$ cat config.mk
export PLATFORM = sky130hd
export DESIGN_NAME = vga_timing_gen
export DESIGN_NICKNAME = d
export VERILOG_FILES = /design/src/rtl/vga_timing_gen.sv
export SDC_FILE = /design/constraint.sdc
export NUM_CORES = 1
export LEC_CHECK = 0
export ABC_AREA = 1
export CAP_MARGIN = 10
export CORE_ASPECT_RATIO = 1.25
export CORE_MARGIN = 5
export CORE_UTILIZATION = 40
export CTS_BUF_LIST = sky130_fd_sc_hd__clkbuf_4 sky130_fd_sc_hd__clkbuf_8 sky130_fd_sc_hd__clkbuf_16
export CTS_CLUSTER_SIZE = 14
export DETAILED_ROUTE_END_ITERATION = 10
export GPL_TIMING_DRIVEN = 0
export MAX_ROUTING_LAYER = met4
export PLACE_DENSITY = 0.7
export REMOVE_ABC_BUFFERS = 1
export SYNTH_ARGS = -nofsm -noshare
export SYNTH_HDL_FRONTEND = slang
export SYNTH_SLANG_ARGS = --single-unit
$ cat constraint.sdc
create_clock -name clock_pixel -period 1.3 [get_ports clock_pixel]
set_input_delay 0.195 -clock clock_pixel [delete_from_list [all_inputs] [get_ports clock_pixel]]
set_output_delay 0.195 -clock clock_pixel [all_outputs]
set_load 0.02 [all_outputs]
$ cat src/rtl/vga_timing_gen.sv
// Parametrised VGA raster timing generator. Pixels are requested by (x, y)
// FETCH_LATENCY cycles ahead; missing data shows UNDERFLOW_RGB and sets a sticky flag.
module vga_timing_gen #(
   parameter int PIXEL_DEPTH   = 4,
   parameter int H_ACTIVE      = 800,
   parameter int H_FRONT       = 40,
   parameter int H_SYNC        = 128,
   parameter int H_BACK        = 88,
   parameter int V_ACTIVE      = 600,
   parameter int V_FRONT       = 1,
   parameter int V_SYNC        = 4,
   parameter int V_BACK        = 23,
   parameter logic H_SYNC_POL  = 1'b1,
   parameter logic V_SYNC_POL  = 1'b1,
   parameter int FETCH_LATENCY = 2,
   parameter int CNT_W         = 11,
   parameter logic [3*PIXEL_DEPTH-1:0] UNDERFLOW_RGB = '0
) (
   input  logic                     clock_pixel,
   input  logic                     reset,
   output logic                     pixel_req,
   output logic [CNT_W-1:0]         pixel_x,
   output logic [CNT_W-1:0]         pixel_y,
   output logic                     frame_start,
   output logic                     line_start,
   input  logic [3*PIXEL_DEPTH-1:0] pixel_rgb,
   input  logic                     pixel_valid,
   output logic [PIXEL_DEPTH-1:0]   red,
   output logic [PIXEL_DEPTH-1:0]   green,
   output logic [PIXEL_DEPTH-1:0]   blue,
   output logic                     h_sync,
   output logic                     v_sync,
   output logic                     active_video,
   output logic                     underflow,
   input  logic                     underflow_clr
);

   localparam int H_TOTAL = H_ACTIVE + H_FRONT + H_SYNC + H_BACK;
   localparam int V_TOTAL = V_ACTIVE + V_FRONT + V_SYNC + V_BACK;
   localparam logic [CNT_W-1:0] H_LAST = CNT_W'(H_TOTAL - 1);
   localparam logic [CNT_W-1:0] V_LAST = CNT_W'(V_TOTAL - 1);
   localparam logic [CNT_W-1:0] H_ACT  = CNT_W'(H_ACTIVE);
   localparam logic [CNT_W-1:0] V_ACT  = CNT_W'(V_ACTIVE);
   localparam logic [CNT_W-1:0] H_SS   = CNT_W'(H_ACTIVE + H_FRONT);
   localparam logic [CNT_W-1:0] H_SE   = CNT_W'(H_ACTIVE + H_FRONT + H_SYNC);
   localparam logic [CNT_W-1:0] V_SS   = CNT_W'(V_ACTIVE + V_FRONT);
   localparam logic [CNT_W-1:0] V_SE   = CNT_W'(V_ACTIVE + V_FRONT + V_SYNC);

   logic [CNT_W-1:0] h_q, h_d, v_q, v_d;
   // Each delay stage holds {active, h_sync asserted, v_sync asserted}.
   logic [FETCH_LATENCY-1:0][2:0] dly_q, dly_d;
   logic [2:0] tap;
   logic hs_now, vs_now;
   logic [3*PIXEL_DEPTH-1:0] rgb_sel;
   logic [PIXEL_DEPTH-1:0] red_q, red_d, green_q, green_d, blue_q, blue_d;
   logic hs_q, hs_d, vs_q, vs_d, act_q, act_d;
   logic uf_evt_q, uf_evt_d, underflow_q, underflow_d;

   always_comb begin
      h_d = h_q + CNT_W'(1);
      v_d = v_q;
      if (h_q == H_LAST) begin
         h_d = '0;
         v_d = (v_q == V_LAST) ? '0 : v_q + CNT_W'(1);
      end
   end

   always_comb begin
      pixel_req   = (h_q < H_ACT) && (v_q < V_ACT);
      pixel_x     = pixel_req ? h_q : '0;
      pixel_y     = pixel_req ? v_q : '0;
      frame_start = (h_q == '0) && (v_q == '0);
      line_start  = pixel_req && (h_q == '0);
      hs_now      = (h_q >= H_SS) && (h_q < H_SE);
      vs_now      = (v_q >= V_SS) && (v_q < V_SE);
   end

   always_comb begin
      dly_d    = dly_q;
      dly_d[0] = {pixel_req, hs_now, vs_now};
      for (int i = 1; i < FETCH_LATENCY; i++) begin
         dly_d[i] = dly_q[i-1];
      end
   end

   // The requested pixel is due on the cycle its flags leave the delay line.
   always_comb begin
      tap      = dly_q[FETCH_LATENCY-1];
      act_d    = tap[2];
      hs_d     = tap[1] ? H_SYNC_POL : ~H_SYNC_POL;
      vs_d     = tap[0] ? V_SYNC_POL : ~V_SYNC_POL;
      uf_evt_d = tap[2] & ~pixel_valid;
      rgb_sel  = '0;
      if (tap[2]) begin
         rgb_sel = pixel_valid ? pixel_rgb : UNDERFLOW_RGB;
      end
      red_d   = rgb_sel[PIXEL_DEPTH-1:0];
      green_d = rgb_sel[2*PIXEL_DEPTH-1:PIXEL_DEPTH];
      blue_d  = rgb_sel[3*PIXEL_DEPTH-1:2*PIXEL_DEPTH];
      // A new underflow outranks a simultaneous clear.
      underflow_d = uf_evt_q | (underflow_q & ~underflow_clr);
   end

   always_ff @(posedge clock_pixel) begin
      if (reset) begin
         h_q         <= '0;
         v_q         <= '0;
         dly_q       <= '0;
         red_q       <= '0;
         green_q     <= '0;
         blue_q      <= '0;
         hs_q        <= ~H_SYNC_POL;
         vs_q        <= ~V_SYNC_POL;
         act_q       <= 1'b0;
         uf_evt_q    <= 1'b0;
         underflow_q <= 1'b0;
      end else begin
         h_q         <= h_d;
         v_q         <= v_d;
         dly_q       <= dly_d;
         red_q       <= red_d;
         green_q     <= green_d;
         blue_q      <= blue_d;
         hs_q        <= hs_d;
         vs_q        <= vs_d;
         act_q       <= act_d;
         uf_evt_q    <= uf_evt_d;
         underflow_q <= underflow_d;
      end
   end

   assign red          = red_q;
   assign green        = green_q;
   assign blue         = blue_q;
   assign h_sync       = hs_q;
   assign v_sync       = vs_q;
   assign active_video = act_q;
   assign underflow    = underflow_q;

endmodule

[Word-level counts from Yosys, hierarchy flattened]
Index checks and enable logic that the tools add are counted.
Word-level totals
  flip-flop bits (word level): 45
  output and inout bits: 41
  logic and storage cells: 42
Operators by class
  $add $sub $neg: 2
  magnitude comparators: 6
  equality and inequality tests: 2
  mux-type cells: 5
  bitwise operators: 6
  reduce and logical (&&, ||, !) cells: 9
Operator list (count)
  $lt 11x10->1 const B: 4
  $mux 11: 3
  $add 11x1->11 const B: 2
  $ge 11x10->1 const B: 2
  $logic_not 11->1: 2
  $eq 11x10->1 const B: 1
  $eq 11x11->1 const B: 1
  $logic_and 1x1->1: 5
  $not 1->1: 3
  $reduce_or 3->1: 1
  $and 1x1->1: 2
  $mux 1: 2
  $reduce_or 2->1: 1
  $or 1x1->1: 1

[Logic depth before layout (Yosys ltp)]
  depth in word-level cells: 3
  depth in mapped cells: 8

[Worst setup path before layout]
OpenSTA, ideal clock, no wires.
  path type: register to output
  start: register h_q[6]
  end: output port frame_start
  arrival: 1.481 ns
  data required time: 1.105 ns
  path slack: -0.376 ns
  cell stages (with the launch flop): 7
  buffers on the path: 1
  cell sequence: dfxtp_1 -> inv_2 -> nand2_1 -> nor2_2 -> buf_4 -> nand2_1 -> nor4_1
Between the ends
  cells in the longest elaborated chain, start to end: 2
RTL lines
  from (decl): RTL line 49  | logic [CNT_W-1:0] h_q, h_d, v_q, v_d;
  from (signal assigned): RTL line 106  | h_q <= '0;
  from (signal assigned): RTL line 118  | h_q <= h_d;
  $logic_not 11->1: RTL line 72  | frame_start = (h_q == '0) && (v_q == '0);
  $logic_and 1x1->1: RTL line 72
  to (decl): RTL line 24  | output logic frame_start,
Every way passes these cells.

[Worst setup path in the final report]
  start: register h_q[8]
  end: output port pixel_x[5]
Between the ends
  cells in the longest elaborated chain, start to end: 3
RTL lines
  $lt 11x10->1: RTL line 69  | pixel_req = (h_q < H_ACT) && (v_q < V_ACT);
  $logic_and 1x1->1: RTL line 69
  $mux 11: RTL line 70  | pixel_x = pixel_req ? h_q : '0;
  to (decl): RTL line 22  | output logic [CNT_W-1:0] pixel_x,
Every way passes these cells.

==> implementation parameters <==
Parameter                              Value

Synthesis
  Top post-synthesis cells by area ... dfxtp_1 (42%), nor2_1 (13%), nand2_1 (9.2%)
  Post-synthesis instance area ... 2160 um2
  Number of distinct library cells after synthesis ... 28
  Most used flip-flop cell after synthesis ... dfxtp_1
  Fraction of the yosys area taken by sequential cells ... 41.6%
  Fraction of registers with async set or reset after synthesis ... 0%
  Synthesized instance count ... 312
  Library cell with the largest summed area after synthesis ... dfxtp_1
  Synthesized area per cell ... 6.93 um2
  Area fraction of the dominant cell type after synthesis ... 41.6%
  Number of enable flip-flop cells after synthesis ... 0
  Number of synthesized register bits ... 45
  Synthesis warning total ... 0

Place
  Input/output buffers ... 54
  GPL Wtd Cong ... 0.916
  Post-DP HPWL ... 3.65 mm
  Instance area after placement ... 2730 um2
  Pre-CTS setup slack ... -1.32 ns

Min path
  Hold/Removal Path Class ... in2reg
  Worst hold start ... pixel_rgb[10]
  Hold path depth ... 3
  Hold path endpoint ... blue[2]

Power
  Comb pwr share ... 11.4%
  Reg power frac ... 48.8%
  Total power per unit cell area ... 748 nW/um2
  Sw frac ... 25.3%
  Cell-internal power ... 2130 uW
  Worst-case vdd ir drop ... 0.575 mV
  Leakage power total ... 0.00181 uW
  Sw Pwr ... 719 uW
  Part of the total power dissipated in the clock network ... 39.7%

STA
  Maximum operating frequency ... 547 MHz
  Total negative slack for setup checks ... -13.51 ns
  Number of max-slew violations in the final report ... 0
  Final-report setup violation count ... 44
  Setup repair after global routing missed its margin ... true
  Crit path time final ... 1.83 ns
  Remaining max-slew budget at the tightest pin ... 61.4%
  Worst clock skew ... 0.00409 ns
  Final setup slack of the worst path ... -0.528 ns
  Final worst-path cycle share ... 141%
  Slew at the pin closest to its max-slew limit ... 0.579 ns
  Hold Vio Cnt, Final ... 0

Floorplanning
  Die Outline Area ... 6990 um2
  Total core area ... 5330 um2
  Number of top-level pins ... 57
  Starting density of the core ... 40.6%
  Die width ... 75.8 um
  Vertical extent of the die ... 92.2 um
  Site Rows ... 30

Setup path
  Register-to-register setup slack ... -0.15 ns
  Reg2reg path depth ... 10
  Largest fanout of any net on the critical path ... 5
  Required time of the critical path ... 1.11 ns
  RR Startpoint ... h_q[8]
  Cell Chain, Critical Path ... nand2_2, inv_2, nand2_4, a21oi_4, nor2_4, buf_12, nand3_4, buf_6, nor2_4, buf_6
  Family of cells with the greatest summed delay on the critical path ... buffers and inverters
  Arrival @ worst endpoint ... 1.63 ns
  Timing startpoint of the critical path ... h_q[8]
  Crit path kind ... reg2out
  Crit path buf inv count ... 4
  Category of the worst setup path capture point ... output pin
  Critical path's slowest cell ... dfxtp_2
  End of the worst register-to-register path ... v_q[2]
  Slowest Stage Delay on Critical Path ... 0.34 ns
  Sort of element at the start of the critical path ... flip-flop

Clock tree
  H-Tree Level Count ... 2
  Maximum root-to-sink buffer count ... 2
  Clock tree from TritonCTS ... done
  Clock buffers created by TritonCTS ... 5
  Source-to-sink clock delay at the later pin of the worst-skew pair ... 0.31 ns
  Number of sinks on the clock net ... 45
  Clock-pin slew reported for the worst setup and hold paths after clock tree synthesis ... 0.09 ns
  Root cell of the clock tree ... clkbuf_8
  Number of hold-repair buffers added at the cts stage ... 0

Global route
  First-pass GRT wire length ... 9.71 mm
  Congestion Overflow GR ... 0
  Total Routing Usage GR ... 18.3%
  Number of global-route vias before repair ... 2126
  Pin count of the biggest net entering global routing ... 17
  Number of antenna violations at the first check in global routing ... 0

Cells and area
  Fill cells ... 385
  Final cell utilization of the core ... 71.3%
  Number of antenna diodes ... 0
  Total area of multi-input combinational cells ... 1520 um2
  Final cell area excluding filler cells ... 3800 um2
  Layout cell share with drive strength beyond 1 ... 47.3%
  Final layout net count ... 430
  Area growth from synthesis to layout ... 75.8%
  Combined flip-flop and latch cell area ... 951 um2

Detailed routing
  Detail-routed via count per cell ... 5.04
  DR WL/cell ... 15.2 um
  Number of iterations in the first detailed-routing pass ... 4
  Initial DRC Count ... 124
  Count of antenna-violating nets left after detailed routing ... 0
  Total wirelength of the detailed-routed design ... 7.23 mm
  Total via count in the routed design ... 2390
  Number of remaining DRC errors ... 0

Job
  Max-cap check violation count ... 0

Run status
  Status ... complete, but fails checks
  Failing checks ... negative setup slack
routing by layer:
layer | global-route usage [%] | vias to the layer above | wire, um
met5 | - | - | 0
met4 | 9.33 | 0 | 363
met3 | 3.84 | 22 | 545
met2 | 29.6 | 96 | 3790
met1 | 20.6 | 1119 | 2530
li1 | - | 1153 | -
worst min-delay path: cells and delay by family:
family / cells / cell delay (ns)
buffers and inverters: 2 / 0.45
AND/OR/NAND/NOR: 1 / 0.03
power groups by stage:
stage	Combinational [uW]	Sequential (uW)	Clock, uW
after floorplan	92.3	1450	0
after global routing	347	1390	1230
final	325	1390	1130
after detailed placement	220	1440	0
after CTS	274	1400	1140
after global placement	217	1440	0
worst max path at each step:
| stage | slack [ns] | end | cells past startpoint |
|---|---|---|---|
| after global routing | -0.60 | pixel_x[7] | 9 |
| final | -0.53 | pixel_x[5] | 10 |
| after floorplan | -0.43 | line_start | 5 |
| after global placement | -1.28 | pixel_y[7] | 8 |
| after CTS | -0.52 | pixel_x[5] | 8 |
| after detailed placement | -1.32 | line_start | 8 |
layout by cell type (no fill, tap or decap), types with 5 or more instances in the layout:
cell type,instances
buf_6,25
nor2_2,13
buf_4,32
nor2_1,48
clkbuf_8,5
inv_2,10
dfxtp_2,10
xor2_1,5
dlygate4sd2_1,17
nand3_2,7
clkdlybuf4s50_1,14
nand4_1,6
dfxtp_1,25
dfxtp_4,10
nand2_4,5
nand2_2,15
nor2_4,17
nand3_4,9
nand2_1,33
inv_1,41
nand3_1,12
cells by family after synthesis:
logic type	share of synthesized area [%]
flip-flops	41.6
buffers and inverters	12.6
XOR/XNOR	2.02
AO/OA/AOI/OAI	5.15
adder cells (fa/ha/maj)	2.89
AND/OR/NAND/NOR	35.6
other	0.173
cells in the mapped netlist, types with 3 or more instances:
master   count
o21ai_2      3
dfxtp_1     45
ha_1         5
nand2_1     53
nand3_1     24
nand4_1      6
nor2_1      75
xor2_1       5
buf_4        5
inv_2        4
nand2_4      3
o21ai_0      3
a21oi_1      8
nor3_1       5
inv_1       52
nor2_2       3
final cells by class:
| class | count | area share (%) |
|---|---|---|
| Clock inverter | 3 | 1.25 |
| Tap cell | 64 | 2.11 |
| Sequential cell | 45 | 25.0 |
| Inverter | 57 | 6.22 |
| Timing Repair Buffer | 93 | 23.6 |
| Clock buffer | 5 | 1.81 |
| Multi-Input combinational cell | 207 | 40.0 |
repair_timing:
item / CTS / global route
endpoints found under the setup margin: 73 / 44
endpoints found under the hold margin: 0 / 0
setup buffers: 22 / 17
pin swaps: 17 / 38
resized for setup: 219 / 103
cloned: 3 / 2
state kept, by name, indices dropped and copies added, names as in the netlist:
register,count
active_video,1
blue,4
dly_d,3
green,4
h_q,11
h_sync,1
red,4
tap,3
uf_evt_q,1
underflow,1
v_q,11
v_sync,1
stage by stage:
stage          hold WS, ns  std cells  power [uW]
2_1_floorplan        0.266        305        1540
3_3_place_gp         0.389        423        1660
3_5_place_dp         0.396        423        1660
4_1_cts              0.404        456        2810
5_1_grt              0.392        474        2970
6_report             0.402        474        2850
Power figures use the tool's default switching activity.
